$ cat src/rtl/button_debounce_pulse.sv
// Pushbutton debouncer: 2-flop synchronizer feeding a four-state qualify FSM
// that emits a registered debounced level plus one-cycle press/release pulses.
module button_debounce_pulse #(
  parameter int DEBOUNCE_CYCLES = 4
) (
  input  logic       clk,
  input  logic       reset,
  input  logic       btn_in,
  output logic       btn_level,
  output logic       press_pulse,
  output logic       release_pulse,
  output logic [1:0] dbg_state
);

  typedef enum logic [1:0] {
    IDLE         = 2'd0,
    PRESS_WAIT   = 2'd1,
    PRESSED      = 2'd2,
    RELEASE_WAIT = 2'd3
  } state_t;

  localparam int CW = $clog2(DEBOUNCE_CYCLES + 1);
  localparam logic [CW-1:0] CNT_ONE  = CW'(1);
  localparam logic [CW-1:0] CNT_LAST = CW'(DEBOUNCE_CYCLES - 1);

  logic          s1;
  logic          btn_sync;
  state_t        state, state_n;
  logic [CW-1:0] cnt, cnt_n;
  logic          level_n, press_n, release_n;

  // btn_in is asynchronous; only btn_sync may reach the FSM.
  always_ff @(posedge clk or negedge reset) begin
    if (!reset) begin
      s1       <= 1'b0;
      btn_sync <= 1'b0;
    end else begin
      s1       <= btn_in;
      btn_sync <= s1;
    end
  end

  always_ff @(posedge clk or negedge reset) begin
    if (!reset) begin
      state         <= IDLE;
      cnt           <= '0;
      btn_level     <= 1'b0;
      press_pulse   <= 1'b0;
      release_pulse <= 1'b0;
    end else begin
      state         <= state_n;
      cnt           <= cnt_n;
      btn_level     <= level_n;
      press_pulse   <= press_n;
      release_pulse <= release_n;
    end
  end

  // cnt counts samples already seen at the new level; the wait state is
  // entered on the first one, so acceptance happens when cnt == CNT_LAST.
  always_comb begin
    state_n   = state;
    cnt_n     = cnt;
    level_n   = btn_level;
    press_n   = 1'b0;
    release_n = 1'b0;
    case (state)
      IDLE: begin
        if (btn_sync) begin
          state_n = PRESS_WAIT;
          cnt_n   = CNT_ONE;
        end else begin
          cnt_n = '0;
        end
      end
      PRESS_WAIT: begin
        if (!btn_sync) begin
          state_n = IDLE;
          cnt_n   = '0;
        end else if (cnt == CNT_LAST) begin
          state_n = PRESSED;
          cnt_n   = '0;
          level_n = 1'b1;
          press_n = 1'b1;
        end else begin
          cnt_n = cnt + CNT_ONE;
        end
      end
      PRESSED: begin
        if (!btn_sync) begin
          state_n = RELEASE_WAIT;
          cnt_n   = CNT_ONE;
        end else begin
          cnt_n = '0;
        end
      end
      RELEASE_WAIT: begin
        if (btn_sync) begin
          state_n = PRESSED;
          cnt_n   = '0;
        end else if (cnt == CNT_LAST) begin
          state_n   = IDLE;
          cnt_n     = '0;
          level_n   = 1'b0;
          release_n = 1'b1;
        end else begin
          cnt_n = cnt + CNT_ONE;
        end
      end
      default: begin
        state_n = IDLE;
        cnt_n   = '0;
      end
    endcase
  end

  assign dbg_state = state;

endmodule

$ cat config.mk
export PLATFORM = sky130hd
export DESIGN_NAME = button_debounce_pulse
export DESIGN_NICKNAME = d
export VERILOG_FILES = /design/src/rtl/button_debounce_pulse.sv
export SDC_FILE = /design/constraint.sdc
export NUM_CORES = 1
export LEC_CHECK = 0
export ABC_AREA = 1
export CELL_PAD_IN_SITES_DETAIL_PLACEMENT = 1
export CELL_PAD_IN_SITES_GLOBAL_PLACEMENT = 1
export CORE_AREA = 2 2 40 42
export CTS_CLUSTER_DIAMETER = 100
export DETAILED_ROUTE_END_ITERATION = 7
export DIE_AREA = 0 0 42 44
export PLACE_DENSITY_LB_ADDON = 0.1
export SYNTH_ARGS = -nofsm -noshare
export SYNTH_HDL_FRONTEND = slang
export SYNTH_SLANG_ARGS = --single-unit
export TNS_END_PERCENT = 10
$ cat constraint.sdc
create_clock -name clk -period 1 [get_ports clk]
set_input_delay 0.2 -clock clk [delete_from_list [all_inputs] [get_ports clk]]
set_output_delay 0.2 -clock clk [all_outputs]
set_load 0.05 [all_outputs]
==> metrics.md, run 1 <==
| Metric | Value |
|---|---|
| Status | finished with violations |
| Failing checks | negative setup slack |
| Switching portion of total power | 0.365 |
| Psw | 607 uW |
| Worst Path Buf+Inv | 1 |
| Global-route wire length before repair | 1470 um |
| Total chip power | 1.66 mW |
| CP max FO | 2 |
| Clk sinks | 10 |
| Reg2reg end | btn_level |
| Final Max Slew Viols | 0 |
| Final hold slack | 0.255 ns |
| Cell variety after synth | 11 |
| Post-DP HPWL | 578 um |
| VDD IR max | 0.00108 V |
| Largest net degree at the start of global routing | 11 |
| ANT cells | 0 |
| Root Buffer | clkbuf_4 |
| Async SR Flop Fraction | 1.00 |
| Final worst slack | -0.0453 ns |
| Max_slew headroom | 0.887 |
| Cell family with most CP delay | flip-flops |
| Top post-synthesis cells by area | dfrtp_1, nand2_1, inv_1 |
| Flop pwr share | 0.348 |
| Final period util | 1.05 |
| Max_cap viols | 0 |
| Place WS | -0.0526 ns |
| Worst path required time | 0.80 ns |
| Drt drc | 0 |
| Core box area | 0.00142 mm2 |
| Dpl cells | 65 |
| Static Leak | 0.319 nW |
| Tot GR Track Use | 0.111 |
| Final count of hold timing violations | 0 |
| Cell accounting for the most synthesized area | dfrtp_1 |
| Initial Utilization | 0.275 |
| WL/cell | 10.8 um |
| Commonest cells in the netlist | nand2_1, dfrtp_1, inv_1, inv_2, nor2_1 |
| Skew-Pair Late Insertion Delay | 0.26 ns |
| Number of H-tree levels | 1 |
| Final core utilization | 0.429 |
| Mapped Avg Cell Area | 9.52 um2 |
| RSZ-0062 raised after global routing | yes |
| Top-count cell post-synth | nand2_1 |
| Longest Clk Path Bufs | 2 |
| Worst Max-Slew Pin Slew | 0.169 ns |
| Cts bufs inserted | 3 |
| Die Area | 0.00185 mm2 |
| Number of synthesized register bits | 10 |
| Final setup fails | 9 |
| Share of layout cells above drive strength 1 | 0.382 |
| Setup crit end kind | output port |
| Tmin final | 1.05 ns |
| Routed WL | 768 um |
| Predominant post-synthesis flop cell | dfrtp_1 |
| Mapped Cells | 41 |
| Reg clk slew, reported paths | 0.07 ns |
| Nets | 60 |
| Critical path's slowest cell | dfrtp_2 |
| IO Port Bufs | 7 |
| Peak Freq | 957 MHz |
| Cells along the critical path | buf_12 |
| Max incr delay on CP | 0.43 ns |
| Post-synth EDFFs | 0 |
| Min-Delay Path Class | input pin to asynchronous set/reset pin |
| Via count | 300 |
| Clock share of power | 0.215 |
| Final clock skew | 0.00139 ns |
| DR vias/cell | 4.23 |
| Die Y | 44 um |
| Flop2flop setup slack | -0.02 ns |
| Ports | 8 |
| Initial antenna violation count | 0 |
| Die width | 42 um |
| Synth top area share | 0.641 |
| Power per cell area | 2730 mW/mm2 |
| Synthesized area | 390 um2 |
| Syn. warnings | 0 |
| Post-route ant nets | 0 |
| Post-synthesis sequential area ratio | 0.641 |
| Startpoint types | flip-flop |
| Crit path arrival time | 0.85 ns |
| GPL Wtd Cong | 0.710 |
| Hold-fix buffers, CTS | 0 |
| Overflow after GRT | 0 |
| P&R area growth vs syn | 56.1% |
| Critical R2R Launch | cnt[0] |
| Row count | 14 |
| Fill cells | 165 |
| Worst reg2reg path depth | 6 |
| 1st-iter DRT viols | 2 |
| Crit path kind | flip-flop to output port |
| Internal Power | 1.06 mW |
| CTS tree | yes |
| Final Non-Filler Cells | 71 |
| Detailed Routing Iterations Pass 1 | 2 |
| Syn nets | 45 |
| Vias in the first global route | 343 |
| Combinational power share | 0.437 |
==> cells by family (layout without fill, tap and decap cells) <==
| group | count (synthesis) | after routing | share of synthesized area |
|---|---|---|---|
| and+or+nand+nor | 20 | 20 | 0.228 |
| DFF | 10 | 10 | 0.641 |
| buffers and inverters | 9 | 23 | 0.0866 |
| adders and majority gates | 1 | 1 | 0.0320 |
| AOI/OAI and AO/OA | 1 | 1 | 0.0128 |
==> layout by cell type, fill, tap and decap left out <==
cell             netlist  final
buf_4                  0      2
clkbuf_4               0      3
nand2_2                0      1
buf_12                 0      6
ha_2                   0      1
dfrtp_2                0      2
nand3_1                1      1
nor2_4                 1      1
nor2_1                 2      2
nor2_2                 1      1
inv_2                  2      3
nand2_1               14     13
o21ai_1                1      1
inv_1                  7      6
nand4_1                1      1
clkbuf_8               0      1
dfrtp_1               10      8
clkdlybuf4s50_1        0      2
==> how the worst max path moves through the flow <==
stage                         start           end  slack [ns]  cells past startpoint
after global routing         cnt[0]     btn_level       -0.10                      6
after floorplan              cnt[0]        cnt[0]        0.03                      6
after global placement       cnt[0]        cnt[0]       -0.02                      6
after detailed placement     cnt[0]        cnt[0]       -0.05                      6
final                     flip-flop  dbg_state[1]       -0.05                      1
after CTS                 flip-flop  dbg_state[1]       -0.06                      1
==> metrics by stage <==
stage	cell area, um2	TNS, ns
final	609	-0.194
after global routing	609	-0.826
after global placement	553	-0.0311
after detailed placement	553	-0.146
after CTS	609	-0.316
after floorplan	393	0
==> state kept, by name, indices dropped and copies added (netlist names), named ones only <==
| signal | cells |
|---|---|
| cnt | 3 |
| release_pulse | 1 |
| btn_sync | 1 |
| dbg_state | 1 |
| s1 | 1 |
| btn_level | 1 |
| press_pulse | 1 |
==> area by class of cell <==
class	instances	area (um2)	share of cell area
Sequential cell	10	253	0.415
Timing Repair Buffer	10	155	0.255
Multi-Input combinational cell	22	111	0.183
Clock buffer	4	36.3	0.0595
Inverter	9	33.8	0.0554
Tap cell	16	20.0	0.0329
==> power groups by stage <==
stage                     registers (mW)  clock network, mW  logic (mW)
after global placement             0.603                  0       0.622
after floorplan                    0.753                  0       0.163
after global routing               0.594              0.397       0.789
after detailed placement           0.611                  0       0.637
after CTS                          0.581              0.374       0.733
final                              0.578              0.358       0.727
==> repair_timing <==
action | 4_1_cts | 5_1_grt
pin swaps | 1 | 0
resized for setup | 3 | 0
setup endpoints to repair | 9 | 12
setup buffers | 2 | 0
==> routing by layer <==
metal | track usage | vias up | wire length (um) | share of wire
met1 | 0.122 | 145 | 311 | 0.40
li1 | - | 146 | - | -
met5 | 0 | - | 0 | 0
met4 | 0.0581 | 0 | 5 | 0.0065
met2 | 0.191 | 7 | 414 | 0.54
met3 | 0.0375 | 2 | 36 | 0.047
Power figures use the tool's default switching activity.
==> run 2: changes to the inputs <==
--- a/config.mk
+++ b/config.mk
@@ -9,7 +9,7 @@
 export CELL_PAD_IN_SITES_DETAIL_PLACEMENT = 1
 export CELL_PAD_IN_SITES_GLOBAL_PLACEMENT = 1
 export CORE_AREA = 2 2 40 42
-export CTS_CLUSTER_DIAMETER = 100
+export CTS_CLUSTER_DIAMETER = 120
 export DETAILED_ROUTE_END_ITERATION = 7
 export DIE_AREA = 0 0 42 44
 export PLACE_DENSITY_LB_ADDON = 0.1
==> results of run 2 <==
Same layout as run 1: the final DEF is identical, and so are final timing and power.
==> run 3: changes to the inputs <==
--- a/config.mk
+++ b/config.mk
@@ -12,7 +12,7 @@
 export CTS_CLUSTER_DIAMETER = 120
 export DETAILED_ROUTE_END_ITERATION = 7
 export DIE_AREA = 0 0 42 44
-export PLACE_DENSITY_LB_ADDON = 0.1
+export PLACE_DENSITY = 0.61
 export SYNTH_ARGS = -nofsm -noshare
 export SYNTH_HDL_FRONTEND = slang
 export SYNTH_SLANG_ARGS = --single-unit
==> run 3 against run 2 <==
  * The run still ends with negative setup slack left
  * Total power is 5.1% higher
  * Largest power group unchanged
  * Clock power is 2% higher
  * Largest cell class unchanged
  * Critical path type unchanged
  * Via count is 1.3% higher
==> metrics.md, run 3 (synthesis results as in run 1) <==
| Metric | Value |
|---|---|
| Die width | 42 um (unchanged) |
| Vias in the first global route | 331 (-3.5%) |
| Commonest non-fill, non-tap cell in the layout | nand2_1 |
| GR Util met1 | 0.115 (-0.00781) |
| Worst path required time | 0.80 ns (about the same) |
| Peak Freq | 956 MHz (about the same) |
| Initial antenna violation count | 0 (unchanged) |
| Cts bufs inserted | 3 (unchanged) |
| Final Max Slew Viols | 0 (unchanged) |
| Root Buffer | clkbuf_4 |
| Final clock skew | 0.000938 ns (-0.000454 ns) |
| Dpl cells | 66 (+1.5%) |
| Ports | 8 (unchanged) |
| Met3 Use GR | 0.0250 (-0.0125) |
| Max incr delay on CP | 0.43 ns (about the same) |
| Crit path arrival time | 0.85 ns (about the same) |
| GPL Wtd Cong | 0.712 (+0.24%) |
| Min-Delay Path Class | input pin to asynchronous set/reset pin |
| 1st-iter DRT viols | 7 (+5) |
| Longest Clk Path Bufs | 2 (unchanged) |
| Worst Path Buf+Inv | 1 (unchanged) |
| IO Port Bufs | 7 (unchanged) |
| Tot GR Track Use | 0.104 (-0.00705) |
| CP max FO | 2 (unchanged) |
| Fill cells | 157 (-4.8%) |
| Core box area | 0.00142 mm2 (unchanged) |
| Final hold slack | 0.221 ns (-0.0339 ns) |
| Total chip power | 1.75 mW (+5.1%) |
| Largest Register | cnt |
| Final setup fails | 9 (unchanged) |
| Drt drc | 0 (unchanged) |
| Static Leak | 0.330 nW (+3.3%) |
| Nets | 63 (+5.0%) |
| Row count | 14 (unchanged) |
| Share of layout cells above drive strength 1 | 0.500 (+0.118) |
| DR vias/cell | 4.11 (-2.8%) |
| Sequential cell area | 253 um2 (unchanged) |
| Die Y | 44 um (unchanged) |
| Max_cap viols | 0 (unchanged) |
| Startpoint types | flip-flop |
| Place WS | -0.0525 ns (+0.0000921 ns) |
| Final worst slack | -0.0464 ns (-0.00105 ns) |
| Final period util | 1.05 (+0.00105) |
| Setup TNS | -0.191 ns (+0.00344 ns) |
| ANT cells | 0 (unchanged) |
| Clk sinks | 10 (unchanged) |
| Max_slew headroom | 0.891 (+0.00340) |
| Crit path kind | flip-flop to output port |
| Status | finished with violations |
| Area of the multi-input gates | 126 um2 (+13%) |
| Grt met2 use | 0.166 (-0.0250) |
| Largest register FFs | 3 (unchanged) |
| CTS tree | yes |
| Reg clk slew, reported paths | 0.07 ns (about the same) |
| Critical path's slowest cell | dfrtp_2 |
| Global-route wire length before repair | 1370 um (-7.0%) |
| Number of H-tree levels | 1 (unchanged) |
| WL/cell | 10.6 um (-1.9%) |
| Power per cell area | 2760 mW/mm2 (+0.98%) |
| Skew-Pair Late Insertion Delay | 0.26 ns (about the same) |
| Gr busiest metal | met2 |
| Die Area | 0.00185 mm2 (unchanged) |
| VDD IR max | 0.00107 V (-1.5%) |
| Cell family with most CP delay | flip-flops |
| Via count | 304 (+1.3%) |
| Worst Max-Slew Pin Slew | 0.164 ns (-0.00510 ns) |
| Failing checks | negative setup slack |
| Highest-count cells in the layout ignoring fill and taps | nand2_1, dfrtp_1, inv_1, buf_4, buf_12 |
| P&R area growth vs syn | 62.5% |
| Initial Utilization | 0.275 (unchanged) |
| Hold-fix buffers, CTS | 0 (unchanged) |
| Largest net degree at the start of global routing | 11 (unchanged) |
| Routed WL | 785 um (+2.2%) |
| RSZ-0062 raised after global routing | yes |
| Post-DP HPWL | 589 um (+2.0%) |
| Final Non-Filler Cells | 74 (+4.2%) |
| Detailed Routing Iterations Pass 1 | 2 (unchanged) |
| Final count of hold timing violations | 0 (unchanged) |
| Tmin final | 1.05 ns (+0.00105 ns) |
| Setup crit end kind | output port |
| Overflow after GRT | 0 (unchanged) |
| Post-route ant nets | 0 (unchanged) |
| Cells along the critical path | buf_12 |
-- run 3: cell count changes in the layout (fill, tap and decap cells not counted) --
cell and change:
nand3_2 +1, buf_12 -1, nor2_1 -1, nand3_1 -1, nand2_1 -3, nor2_2 +1, nand2_2 +3, buf_4 +4
-- run 3: worst paths after layout --
kind                       slack (ns)    startpoint                          to  depth (start not counted)
min reg2reg                      0.35            s1                    btn_sync                          0
max reg2reg                     -0.01        cnt[0]                   flip-flop                          6
min in group clk                 0.35            s1                    btn_sync                          0
max in group asynchronous        0.63         reset  asynchronous set/reset pin                          2
min                              0.22         reset               release_pulse                          2
max                             -0.05  dbg_state[0]                dbg_state[0]                          1
-- run 3: final cells by class --
| cell class | instances | area share |
|---|---|---|
| Sequential cell | 10 | 0.398 |
| Tap cell | 16 | 0.0316 |
| Inverter | 9 | 0.0533 |
| Clock buffer | 4 | 0.0572 |
| Timing Repair Buffer | 13 | 0.260 |
| Multi-Input combinational cell | 22 | 0.199 |
-- run 3: where the power goes --
part           switching [mW]  internal [mW]  total [mW]
registers              0.0751          0.498       0.573
clock network           0.144          0.221       0.365
logic                   0.421          0.389       0.810
total                   0.640           1.11        1.75
-- run 3: through the flow --
stage                     utilization  instance area (um2)
after floorplan                     -                  393
after global placement          0.386                  548
after detailed placement        0.386                  548
after CTS                       0.426                  604
after global routing            0.447                  634
final                           0.447                  634
-- run 3: per-layer routing --
metal / vias to the layer above / wire (um) / part of all wire
met5: - / 0 / 0
met4: 0 / 11 / 0.014
met3: 2 / 21 / 0.027
met2: 6 / 419 / 0.53
met1: 144 / 333 / 0.42
li1: 152 / - / -
-- run 3: worst reg2reg max path: stages (launching register included) --
cell and delay, ns:
dfrtp_1 0.36, ha_2 0.19, inv_2 0.05, nor2_4 0.11, nand2_2 0.08, nand2_1 0.06
o21ai_1 0.05
-- run 3: what timing repair did --
item / in CTS / in global routing
resized for setup: 3 / 5
endpoints found under the setup margin: 9 / 13
pin swaps: 1 / 3
setup buffers: 2 / 2
